### config.mk
export PLATFORM = sky130hd
export DESIGN_NAME = pixel_dispatcher
export DESIGN_NICKNAME = d
export VERILOG_FILES = /design/src/rtl/pixel_dispatcher_pkg.sv /design/src/rtl/pixel_coord_stepper.sv /design/src/rtl/pixel_dispatcher.sv
export SDC_FILE = /design/constraint.sdc
export NUM_CORES = 1
export LEC_CHECK = 0
export ABC_AREA = 1
export ABC_CLOCK_PERIOD_IN_PS = 6800
export CORE_MARGIN = 4
export CORE_UTILIZATION = 30
export DETAILED_ROUTE_END_ITERATION = 10
export PLACE_DENSITY_LB_ADDON = 0.15
export SKIP_LAST_GASP = 1
export SLEW_MARGIN = 20
export SYNTH_ARGS = -nofsm -noshare
export SYNTH_HDL_FRONTEND = slang
export SYNTH_SLANG_ARGS = --single-unit
### constraint.sdc
create_clock -name clk -period 6.8 [get_ports clk]
set_input_delay 1.36 -clock clk [delete_from_list [all_inputs] [get_ports clk]]
set_output_delay 1.36 -clock clk [all_outputs]
set_load 0.1 [all_outputs]
### src/rtl/pixel_dispatcher_pkg.sv
// Shared types and default screen-space constants for the pixel dispatcher.
// Coordinates are Q16.16 signed fixed point.
package pixel_dispatcher_pkg;

  typedef logic signed [31:0] fp_t;

  localparam int FP_FRAC = 16;

  typedef enum logic [1:0] {
    IDLE  = 2'd0,
    ISSUE = 2'd1,
    DRAIN = 2'd2,
    DONE  = 2'd3
  } disp_state_t;

  // 320x240 view: x spans [-1,1), y starts at 0.75 minus half a pixel
  localparam fp_t DEF_X0     = 32'hFFFF00CD;
  localparam fp_t DEF_STEP_X = 32'h0000019A;
  localparam fp_t DEF_Y0     = 32'h0000BF33;
  localparam fp_t DEF_STEP_Y = 32'h0000019A;

endpackage

### src/rtl/pixel_coord_stepper.sv
// Raster scan position plus incremental fixed-point screen coordinates.
// Advances one pixel per cycle when asked; load rewinds to the frame origin.
module pixel_coord_stepper
  import pixel_dispatcher_pkg::*;
#(
  parameter int  WIDTH  = 320,
  parameter int  HEIGHT = 240,
  parameter int  CW     = 9,
  parameter int  RW     = 8,
  parameter fp_t X0     = DEF_X0,
  parameter fp_t STEP_X = DEF_STEP_X,
  parameter fp_t Y0     = DEF_Y0,
  parameter fp_t STEP_Y = DEF_STEP_Y
) (
  input  logic          clk,
  input  logic          rst,
  input  logic          load,
  input  logic          advance,
  output logic [CW-1:0] col,
  output logic [RW-1:0] row,
  output fp_t           next_x,
  output fp_t           next_y,
  output logic          last_pixel
);

  localparam logic [CW-1:0] LAST_COL = CW'(WIDTH - 1);
  localparam logic [RW-1:0] LAST_ROW = RW'(HEIGHT - 1);

  assign last_pixel = (col == LAST_COL) && (row == LAST_ROW);

  always_ff @(posedge clk or posedge rst) begin
    if (rst) begin
      col    <= '0;
      row    <= '0;
      next_x <= '0;
      next_y <= '0;
    end else if (load) begin
      col    <= '0;
      row    <= '0;
      next_x <= X0;
      next_y <= Y0;
    end else if (advance) begin
      if (col == LAST_COL) begin
        col    <= '0;
        row    <= (row == LAST_ROW) ? '0 : row + 1'b1;
        next_x <= X0;
        next_y <= next_y - STEP_Y;
      end else begin
        col    <= col + 1'b1;
        next_x <= next_x + STEP_X;
      end
    end
  end

endmodule

### src/rtl/pixel_dispatcher.sv
// Credit-limited frame scanner feeding the ray unit one pixel per cycle.
// Each returned result frees a credit; done pulses once all issued rays are back.
module pixel_dispatcher
  import pixel_dispatcher_pkg::*;
#(
  parameter int  WIDTH        = 320,
  parameter int  HEIGHT       = 240,
  parameter int  MAX_INFLIGHT = 64,
  parameter fp_t X0           = DEF_X0,
  parameter fp_t STEP_X       = DEF_STEP_X,
  parameter fp_t Y0           = DEF_Y0,
  parameter fp_t STEP_Y       = DEF_STEP_Y,
  localparam int CW = $clog2(WIDTH),
  localparam int RW = (HEIGHT > 1) ? $clog2(HEIGHT) : 1,
  localparam int IW = $clog2(MAX_INFLIGHT + 1)
) (
  input  logic          clk,
  input  logic          rst,
  input  logic          start,
  output logic          pix_valid,
  output logic [31:0]   screen_x,
  output logic [31:0]   screen_y,
  output logic [CW-1:0] pix_x,
  output logic [RW-1:0] pix_y,
  input  logic          result_valid,
  output logic          busy,
  output logic          done,
  output logic [IW-1:0] inflight,
  output logic          err_underflow
);

  localparam logic [IW-1:0] MAX_C = IW'(MAX_INFLIGHT);

  disp_state_t   state;
  logic [CW-1:0] col;
  logic [RW-1:0] row;
  fp_t           next_x;
  fp_t           next_y;
  logic          last_pixel;
  logic          load;
  logic          issue;
  logic          underflow;
  logic [IW-1:0] inflight_base;
  logic [IW-1:0] inflight_next;

  // A return this cycle frees its credit in time for an issue on the same edge
  assign underflow     = result_valid && (inflight == '0);
  assign inflight_base = (result_valid && !underflow) ? inflight - 1'b1 : inflight;
  assign issue         = (state == ISSUE) && (inflight_base < MAX_C);
  assign inflight_next = issue ? inflight_base + 1'b1 : inflight_base;
  assign load          = (state == IDLE) && start;

  pixel_coord_stepper #(
    .WIDTH (WIDTH),
    .HEIGHT(HEIGHT),
    .CW    (CW),
    .RW    (RW),
    .X0    (X0),
    .STEP_X(STEP_X),
    .Y0    (Y0),
    .STEP_Y(STEP_Y)
  ) u_stepper (
    .clk       (clk),
    .rst       (rst),
    .load      (load),
    .advance   (issue),
    .col       (col),
    .row       (row),
    .next_x    (next_x),
    .next_y    (next_y),
    .last_pixel(last_pixel)
  );

  always_ff @(posedge clk or posedge rst) begin
    if (rst) begin
      state         <= IDLE;
      pix_valid     <= 1'b0;
      screen_x      <= '0;
      screen_y      <= '0;
      pix_x         <= '0;
      pix_y         <= '0;
      busy          <= 1'b0;
      done          <= 1'b0;
      inflight      <= '0;
      err_underflow <= 1'b0;
    end else begin
      pix_valid <= 1'b0;
      done      <= 1'b0;
      inflight  <= inflight_next;
      case (state)
        IDLE: begin
          if (start) begin
            state <= ISSUE;
            busy  <= 1'b1;
          end
        end
        ISSUE: begin
          if (issue) begin
            pix_valid <= 1'b1;
            screen_x  <= next_x;
            screen_y  <= next_y;
            pix_x     <= col;
            pix_y     <= row;
            if (last_pixel) state <= DRAIN;
          end
        end
        DRAIN: begin
          if (inflight_next == '0) begin
            state <= DONE;
            busy  <= 1'b0;
            done  <= 1'b1;
          end
        end
        DONE:    state <= IDLE;
        default: state <= IDLE;
      endcase
      // A stray return on the start edge still counts as an error for the new frame
      if (underflow)  err_underflow <= 1'b1;
      else if (load)  err_underflow <= 1'b0;
    end
  end

endmodule

==> results.sh, run 1 <==
export IMPL_utilization_pct=37.4
export IMPL_die_area_um2=30000
export IMPL_mostFrequentLayoutCells="nand2_1, dfrtp_1, o21ai_0, inv_1, clkdlybuf4s50_1"
export IMPL_rsz0062_at_grt="no"
export IMPL_setup_worst_path_end_class="flip-flop"
export IMPL_dpl_hpwl_mm=14.2
export IMPL_synthSimpleGateAreaFrac_pct=24.4
export IMPL_tightest_slew_ps=1030
export IMPL_postCtsSetupBuffers=0
export IMPL_required_ps=7110
export IMPL_cpPeakStageDelay_ps=600
export IMPL_clk_pin_slew_worst_paths_ps=70
export IMPL_finalCritPeriodShare_pct=62.5
export IMPL_vias_per_cell=4.66
export IMPL_ys_async_sr_fraction_pct=100
export IMPL_grt_use_total_pct=14.4
export IMPL_wl_per_cell_um=14.7
export IMPL_cts_htree_levels=4
export IMPL_cts_tree="yes"
export IMPL_placed_cells=1394
export IMPL_final_common_cell="nand2_1"
export IMPL_start_kind="primary input"
export IMPL_cts_root_buf="clkbuf_16"
export IMPL_setup_tns_ps=0
export IMPL_hold_viol_final=0
export IMPL_cts_inserted_buffers=17
export IMPL_ys_flop_type="dfrtp_1"
export IMPL_cap_viol_max_count=0
export IMPL_slowest_stage="nand2_2"
export IMPL_syn_avg_cell_area_um2=8.30
export IMPL_dpl_cell_area_um2=9460
export IMPL_grt_pass1_wl_mm=35.7
export IMPL_cp_arrival_ps=4560
export IMPL_path_max_fanout=42
export IMPL_fp_dieH_um=173
export IMPL_cts_resized_gates=0
export IMPL_io_buffers=95
export IMPL_core_um2=26900
export IMPL_hold_buffers=0
export IMPL_initialDrtViolationCount=394
export IMPL_synth_top_family_by_area="simple AND/OR/NAND/NOR gates"
export IMPL_postRouteAntennaNets=0
export IMPL_first_pass_iters=5
export IMPL_syn_num_nets=999
export IMPL_remaining_drc_errors=0
export IMPL_maxSlewHeadroom_pct=31.3
export IMPL_final_cells=1425
export IMPL_synthAdderAreaFrac_pct=1.53
export IMPL_grt_max_degree=106
export IMPL_die_x_um=173
export IMPL_fin_area_um2=10100
export IMPL_synth_compound_area_share_pct=12.7
export IMPL_antenna_found_initial=0
export IMPL_yosys_warnings=0
export IMPL_synth_edf_count=0
export IMPL_rows=60
export IMPL_grt_pass1_vias=6770
export IMPL_layout_min_cycle_time_ps=4250
export IMPL_io_pins=96
export IMPL_fin_worst_skew_ps=13.7
export IMPL_cpMostUsedCell="nand2_2"
export IMPL_ys_seq_elements=175
export IMPL_hp_class="flip-flop to flip-flop"
export IMPL_num_vias=6643
export IMPL_cts_max_path_buffers=2
export IMPL_drive_gt1_share_pct=7.20
export IMPL_synth_xor_area_share_pct=0.321
export IMPL_final_max_slew_viol_count=0
export IMPL_status="complete, no violations"
export IMPL_synthMuxAreaShare_pct=0
export IMPL_start_util_pct=30.4
export IMPL_setup_viol=0
export IMPL_nNetsFinal=1086
export IMPL_crit_type="primary input to flip-flop"
export IMPL_drt_wl_total_mm=21.0
export IMPL_cts_sinks=175
export IMPL_netlist_instances=985
export IMPL_syn_to_final_growth_pct=23.0
export IMPL_cp_cell_sequence="clkdlybuf4s50_1 -> nand2_2 -> inv_2 -> nand4_1 -> nand2_2 -> nand3_4 -> nand2_2 -> nand2_2 -> buf_4 -> nor2_1 -> nand3_1 -> inv_2 -> nand4_1 -> o21ai_0 -> a21oi_1"
export IMPL_synth_area_um2=8180
export IMPL_antenna_cells=0
export IMPL_insertion_delay_ps=430
export IMPL_fmax_mhz=235
export IMPL_synthDistinctLibCells=41
export IMPL_gp_congestion=0.813
export IMPL_grt_overflow=0
export IMPL_ys_seq_area_share_pct=53.6
metal layers:
layer | share of wire [%] | track usage [%] | vias to the layer above
met4 | 0.79 | 2.73 | 0
met5 | 0 | 0 | -
met1 | 53 | 21.5 | 3143
met2 | 43 | 21.4 | 108
met3 | 3.7 | 3.43 | 9
li1 | - | - | 3383
cell type report:
type,instances,area [um^2]
Clock buffer,22,464
Clock inverter,9,135
Fill cell,2790,16800
Inverter,120,455
Multi-Input combinational cell,656,3190
Sequential cell,175,4380
Tap cell,341,427
Timing Repair Buffer,102,1000
worst max-delay path: cells and delay by family:
kind / cells / cell delay, ps
AOI/OAI and AO/OA: 2 / 240
buffers and inverters: 4 / 1070
and+or+nand+nor: 9 / 1830
flip-flops by register name, indices dropped and copies added, names as in the netlist, 2 cells and up:
register          cells
u_stepper.next_y     32
state                 2
inflight              7
u_stepper.next_x     32
screen_y             32
u_stepper.col         9
screen_x             32
pix_y                 8
pix_x                 9
u_stepper.row         8
worst paths after layout:
kind | from | endpoint | slack [ps] | cells after the start
min | u_stepper.next_y[0]$_DFFE_PP0P_ | u_stepper.next_y[0]$_DFFE_PP0P_ | 450 | 2
min in group asynchronous | rst | screen_x[14]$_DFFE_PP0P_ | 1490 | 2
max reg2reg | inflight[0]$_DFF_PP0_ | u_stepper.next_y[29]$_DFFE_PP0P_ | 3240 | 16
min reg2reg | u_stepper.next_y[0]$_DFFE_PP0P_ | u_stepper.next_y[0]$_DFFE_PP0P_ | 450 | 2
max | result_valid | u_stepper.next_y[29]$_DFFE_PP0P_ | 2550 | 15
max in group asynchronous | rst | u_stepper.next_x[9]$_DFFE_PP0P_ | 4160 | 3
synthesized netlist by cell type (all sizes together), types with 3 or more instances:
master | instances | area share, %
nand2 | 249 | 12
dfrtp | 175 | 54
o21ai | 133 | 8.2
inv | 119 | 5.5
nor2 | 80 | 3.9
nand3 | 53 | 3.6
a21oi | 50 | 3.1
nor3 | 26 | 1.9
buf | 20 | 1.4
nand4 | 20 | 1.7
clkbuf | 14 | 0.64
ha | 10 | 1.5
nor4 | 7 | 0.54
a31oi | 5 | 0.38
nand3b | 4 | 0.37
o31ai | 3 | 0.28
xor2 | 3 | 0.32
kinds of logic (layout without fill, tap and decap cells):
family,Yosys count,in the layout
AO/OA/AOI/OAI,199,199
flip-flops,175,175
XOR/XNOR,3,3
adder cells (fa/ha/maj),10,10
AND/OR/NAND/NOR,444,444
buffers and inverters,154,253
metrics by stage:
step / setup WS [ps] / hold WS [ps]
CTS: 2530 / 456
global placement: 2140 / 440
detailed placement: 2090 / 440
global route: 2170 / 477
finish: 2550 / 451
floorplan: 695 / 419
Power of run 1 is not shown: default switching activity piles up to over one toggle a cycle in this logic, so the estimate is an artifact.
==> inputs of run 2 (changes only) <==
--- a/config.mk
+++ b/config.mk
@@ -6,7 +6,7 @@
 export NUM_CORES = 1
 export LEC_CHECK = 0
 export ABC_AREA = 1
-export ABC_CLOCK_PERIOD_IN_PS = 6800
+export ABC_CLOCK_PERIOD_IN_PS = 4100
 export CORE_MARGIN = 4
 export CORE_UTILIZATION = 30
 export DETAILED_ROUTE_END_ITERATION = 10
==> constraint.sdc (replaced) <==
create_clock -name clk -period 4.1 [get_ports clk]
set_input_delay 0.82 -clock clk [delete_from_list [all_inputs] [get_ports clk]]
set_output_delay 0.82 -clock clk [all_outputs]
set_load 0.1 [all_outputs]
==> results.sh, run 2 (synthesis gave the netlist of run 1 again) <==
export IMPL_syn_to_final_growth_pct=24.0
export IMPL_hp_class="flip-flop to flip-flop"
export IMPL_drive_gt1_share_pct=7.89
export IMPL_final_max_slew_viol_count=0
export IMPL_cts_tree="yes"
export IMPL_cp_cell_sequence="clkdlybuf4s50_1 -> nand2_2 -> inv_2 -> nand4_4 -> nand3_4 -> buf_4 -> buf_4 -> o21ai_0"
export IMPL_cts_resized_gates=0
export IMPL_remaining_drc_errors=0
export IMPL_dpl_hpwl_mm=13.9
export IMPL_cpPeakStageDelay_ps=710
export IMPL_final_common_cell="nand2_1"
export IMPL_grt_pass1_wl_mm=34.9
export IMPL_utilization_pct=37.7
export IMPL_cts_max_path_buffers=2
export IMPL_top_usage_layer="met2"
export IMPL_mostFrequentLayoutCells="nand2_1, dfrtp_1, o21ai_0, inv_1, clkdlybuf4s50_1"
export IMPL_cp_arrival_ps=3180
export IMPL_drt_wl_total_mm=20.6
export IMPL_slowest_stage="buf_4"
export IMPL_fin_ws_ps=1200
export IMPL_dpl_cell_area_um2=9500
export IMPL_place_ws_ps=710
export IMPL_path_max_fanout=88
export IMPL_cts_htree_levels=4
export IMPL_grt_max_degree=176
export IMPL_fin_area_um2=10100
export IMPL_wl_per_cell_um=14.4
export IMPL_fin_worst_skew_ps=19.0
export IMPL_cts_inserted_buffers=17
export IMPL_fp_dieH_um=173
export IMPL_cts_root_buf="clkbuf_16"
export IMPL_hold_viol_final=0
export IMPL_tightest_slew_ps=1060
export IMPL_start_util_pct=30.4
export IMPL_io_buffers=95
export IMPL_hold_buffers=0
export IMPL_met2_usage_pct=20.9
export IMPL_insertion_delay_ps=440
export IMPL_grt_pass1_vias=6548
export IMPL_clk_pin_slew_worst_paths_ps=70
export IMPL_core_um2=26900
export IMPL_rsz0062_at_grt="no"
export IMPL_vias_per_cell=4.62
export IMPL_antenna_cells=0
export IMPL_grt_overflow=0
export IMPL_grt_use_total_pct=14.1
export IMPL_die_x_um=173
export IMPL_rows=60
export IMPL_maxSlewHeadroom_pct=29.4
export IMPL_initialDrtViolationCount=453
export IMPL_cpMostUsedCell="buf_4"
export IMPL_postRouteAntennaNets=0
export IMPL_setup_tns_ps=0
export IMPL_first_pass_iters=5
export IMPL_gp_congestion=0.802
export IMPL_required_ps=4380
export IMPL_use_met1_pct=20.8
export IMPL_io_pins=96
export IMPL_cap_viol_max_count=0
export IMPL_die_area_um2=30000
export IMPL_layout_min_cycle_time_ps=2900
export IMPL_grtUsageMet3_pct=3.06
export IMPL_nFillCells=2771
export IMPL_status="complete, no violations"
export IMPL_finalCritPeriodShare_pct=70.8
export IMPL_crit_type="primary input to flip-flop"
export IMPL_nNetsFinal=1091
export IMPL_setup_viol=0
export IMPL_fmax_mhz=345
export IMPL_cts_sinks=175
export IMPL_antenna_found_initial=0
export IMPL_start_kind="primary input"
export IMPL_reg2reg_slack_ps=1310
export IMPL_num_vias=6617
export IMPL_postCtsSetupBuffers=0
export IMPL_setup_worst_path_end_class="flip-flop"
[run 2: metrics by stage]
| stage | hold slack [ps] | std cells |
|---|---|---|
| 6_report | 452 | 1431 |
| 4_1_cts | 457 | 1430 |
| 2_1_floorplan | 419 | 985 |
| 3_3_place_gp | 436 | 1398 |
| 3_5_place_dp | 439 | 1398 |
| 5_1_grt | 479 | 1431 |
[run 2: layer usage]
metal / up-vias / wire length, um
met1: 3078 / 10800
met4: 0 / 252
met2: 115 / 8800
li1: 3406 / -
met5: - / 0
met3: 18 / 774
[run 2: worst paths after layout]
kind	cells after the start	from	to
worst min-delay path	2	u_stepper.next_x[0]$_DFFE_PP0P_	u_stepper.next_x[0]$_DFFE_PP0P_
worst max-delay path	8	result_valid	screen_y[30]$_DFFE_PP0P_
min in group asynchronous	3	rst	screen_x[0]$_DFFE_PP0P_
max in group asynchronous	4	rst	screen_y[14]$_DFFE_PP0P_
worst max register to register	19	inflight[0]$_DFF_PP0_	state[0]$_DFFE_PP0P_
worst min register to register	2	u_stepper.next_x[0]$_DFFE_PP0P_	u_stepper.next_x[0]$_DFFE_PP0P_
[run 2: area by class of cell]
cell class	instances	area (um^2)	area share, %
clock buffer	18	429	4.24
multi-input combinational	656	3190	31.5
sequential	175	4380	43.2
clock inverter	14	179	1.77
tap	341	427	4.21
inverter	120	454	4.48
timing repair buffer	107	1070	10.6
[run 2: critical path, delay by kind of cell]
kind / cells / cell delay, ps
compound gates: 1 / 180
buf+inv: 4 / 1820
simple gates: 3 / 330
Power of run 2 is left out for the same reason.
==> inputs of run 3 (changes only) <==
--- a/config.mk
+++ b/config.mk
@@ -6,7 +6,7 @@
 export NUM_CORES = 1
 export LEC_CHECK = 0
 export ABC_AREA = 1
-export ABC_CLOCK_PERIOD_IN_PS = 4100
+export ABC_CLOCK_PERIOD_IN_PS = 2900
 export CORE_MARGIN = 4
 export CORE_UTILIZATION = 30
 export DETAILED_ROUTE_END_ITERATION = 10
==> constraint.sdc (replaced) <==
create_clock -name clk -period 2.9 [get_ports clk]
set_input_delay 0.58 -clock clk [delete_from_list [all_inputs] [get_ports clk]]
set_output_delay 0.58 -clock clk [all_outputs]
set_load 0.1 [all_outputs]
==> results.sh, run 3 (synthesis gave the netlist of run 1 again) <==
export IMPL_start_kind="flip-flop"
export IMPL_io_pins=96
export IMPL_rsz0062_at_grt="no"
export IMPL_cts_tree="yes"
export IMPL_setup_worst_path_end_class="flip-flop"
export IMPL_grt_pass1_wl_mm=35.3
export IMPL_antenna_found_initial=0
export IMPL_hold_viol_final=0
export IMPL_nNetsFinal=1102
export IMPL_postCtsSetupBuffers=0
export IMPL_finalCritPeriodShare_pct=86.8
export IMPL_dpl_hpwl_mm=14.8
export IMPL_remaining_drc_errors=0
export IMPL_antenna_cells=0
export IMPL_met2_usage_pct=21.4
export IMPL_die_area_um2=30000
export IMPL_clk_pin_slew_worst_paths_ps=70
export IMPL_path_max_fanout=5
export IMPL_final_max_slew_viol_count=0
export IMPL_rows=60
export IMPL_gp_congestion=0.807
export IMPL_first_pass_iters=5
export IMPL_initialDrtViolationCount=407
export IMPL_cts_htree_levels=4
export IMPL_required_ps=3220
export IMPL_setup_tns_ps=0
export IMPL_mostFrequentLayoutCells="nand2_1, dfrtp_1, o21ai_0, inv_1, buf_4"
export IMPL_use_met1_pct=21.3
export IMPL_fmax_mhz=397
export IMPL_status="complete, no violations"
export IMPL_cts_sinks=175
export IMPL_insertion_delay_ps=440
export IMPL_cp_arrival_ps=2840
export IMPL_drt_wl_total_mm=21.0
export IMPL_die_x_um=173
export IMPL_rr_endpoint="state[0]$_DFFE_PP0P_"
export IMPL_fin_worst_skew_ps=16.2
export IMPL_io_buffers=95
export IMPL_tightest_slew_ps=664
export IMPL_r2r_start="inflight[1]$_DFF_PP0_"
export IMPL_syn_to_final_growth_pct=22.9
export IMPL_cts_max_path_buffers=2
export IMPL_top_usage_layer="met2"
export IMPL_fp_dieH_um=173
export IMPL_grt_use_total_pct=14.3
export IMPL_setup_viol=0
export IMPL_cts_root_buf="clkbuf_16"
export IMPL_cts_inserted_buffers=17
export IMPL_vias_per_cell=4.66
export IMPL_grt_pass1_vias=6605
export IMPL_core_um2=26900
export IMPL_wl_per_cell_um=14.6
export IMPL_reg2reg_slack_ps=380
export IMPL_crit_type="flip-flop to flip-flop"
export IMPL_grt_max_degree=140
export IMPL_drive_gt1_share_pct=17.4
export IMPL_worst_r2r_cell_count=18
export IMPL_maxSlewHeadroom_pct=55.3
export IMPL_start_util_pct=30.4
export IMPL_grt_overflow=0
export IMPL_grtUsageMet3_pct=3.06
export IMPL_final_common_cell="nand2_1"
export IMPL_hp_class="primary input to async pin"
export IMPL_layout_min_cycle_time_ps=2520
export IMPL_cap_viol_max_count=0
export IMPL_num_vias=6719
export IMPL_postRouteAntennaNets=0
run 3: cell count changes in the layout (fill, tap and decap cells not counted), sizes merged:
| cell | change |
|---|---|
| buf | +103 |
| bufinv | +1 |
| clkbuf | +3 |
| clkdlybuf4s50 | -92 |
| clkinv | -2 |
| clkinvlp | +1 |
| inv | -3 |
run 3: worst max-delay path by stage:
stage                                                   to  slack, ps             startpoint
final                                 state[0]$_DFFE_PP0P_        380  inflight[1]$_DFF_PP0_
after global routing                  state[1]$_DFFE_PP0P_          3  inflight[1]$_DFF_PP0_
after CTS                             state[0]$_DFFE_PP0P_        300  inflight[1]$_DFF_PP0_
after detailed placement  u_stepper.next_x[28]$_DFFE_PP0P_        130           result_valid
after global placement    u_stepper.next_x[29]$_DFFE_PP0P_        190           result_valid
after floorplan                      inflight[0]$_DFF_PP0_       -110                    rst
run 3: layer usage:
layer / vias up / routed length (um) / share of wire (%)
li1: 3416 / - / -
met1: 3167 / 10900 / 52
met2: 114 / 9120 / 43
met3: 22 / 807 / 3.8
met4: 0 / 238 / 1.1
met5: - / 0 / 0
run 3: final cells by class:
cell class / instances / area [um^2]
Clock buffer: 21 / 470
Clock inverter: 11 / 178
Fill cell: 2781 / 16800
Inverter: 120 / 454
Multi-Input combinational cell: 656 / 3190
Sequential cell: 175 / 4380
Tap cell: 341 / 427
Timing Repair Buffer: 118 / 943
run 3: through the flow:
stage | util (%) | hold WS, ps | instance area (um^2) | std cells | worst slack (ps)
final | 37.4 | 450 | 10000 | 1442 | 383
after global routing | 37.4 | 453 | 10000 | 1442 | 3.14
after CTS | 37.4 | 436 | 10000 | 1442 | 303
after detailed placement | 35.0 | 446 | 9400 | 1410 | 134
after global placement | 35.0 | 439 | 9400 | 1410 | 187
after floorplan | - | 419 | 8180 | 985 | -110
run 3: critical path: stages, from the launching register on:
cell and delay [ps]:
dfrtp_2 440, inv_1 80, ha_1 170, inv_1 90, nor2_2 120, nand3_2 130, nand2_2 130, nand2_1 70
nand2_2 110, ha_1 170, nand4_1 140, o21ai_1 160, nand2_1 80, nor2_1 120, nand3_2 100, nand2_2 100
nand3_2 70, nand2_1 70, nand2_1 50
run 3: what timing repair did:
action / 4_1_cts / 5_1_grt
hold buffers: 0 / 0
setup endpoints to repair: 0 / 3
gates resized for setup: 0 / 1
Power of run 3 is left out for the same reason.
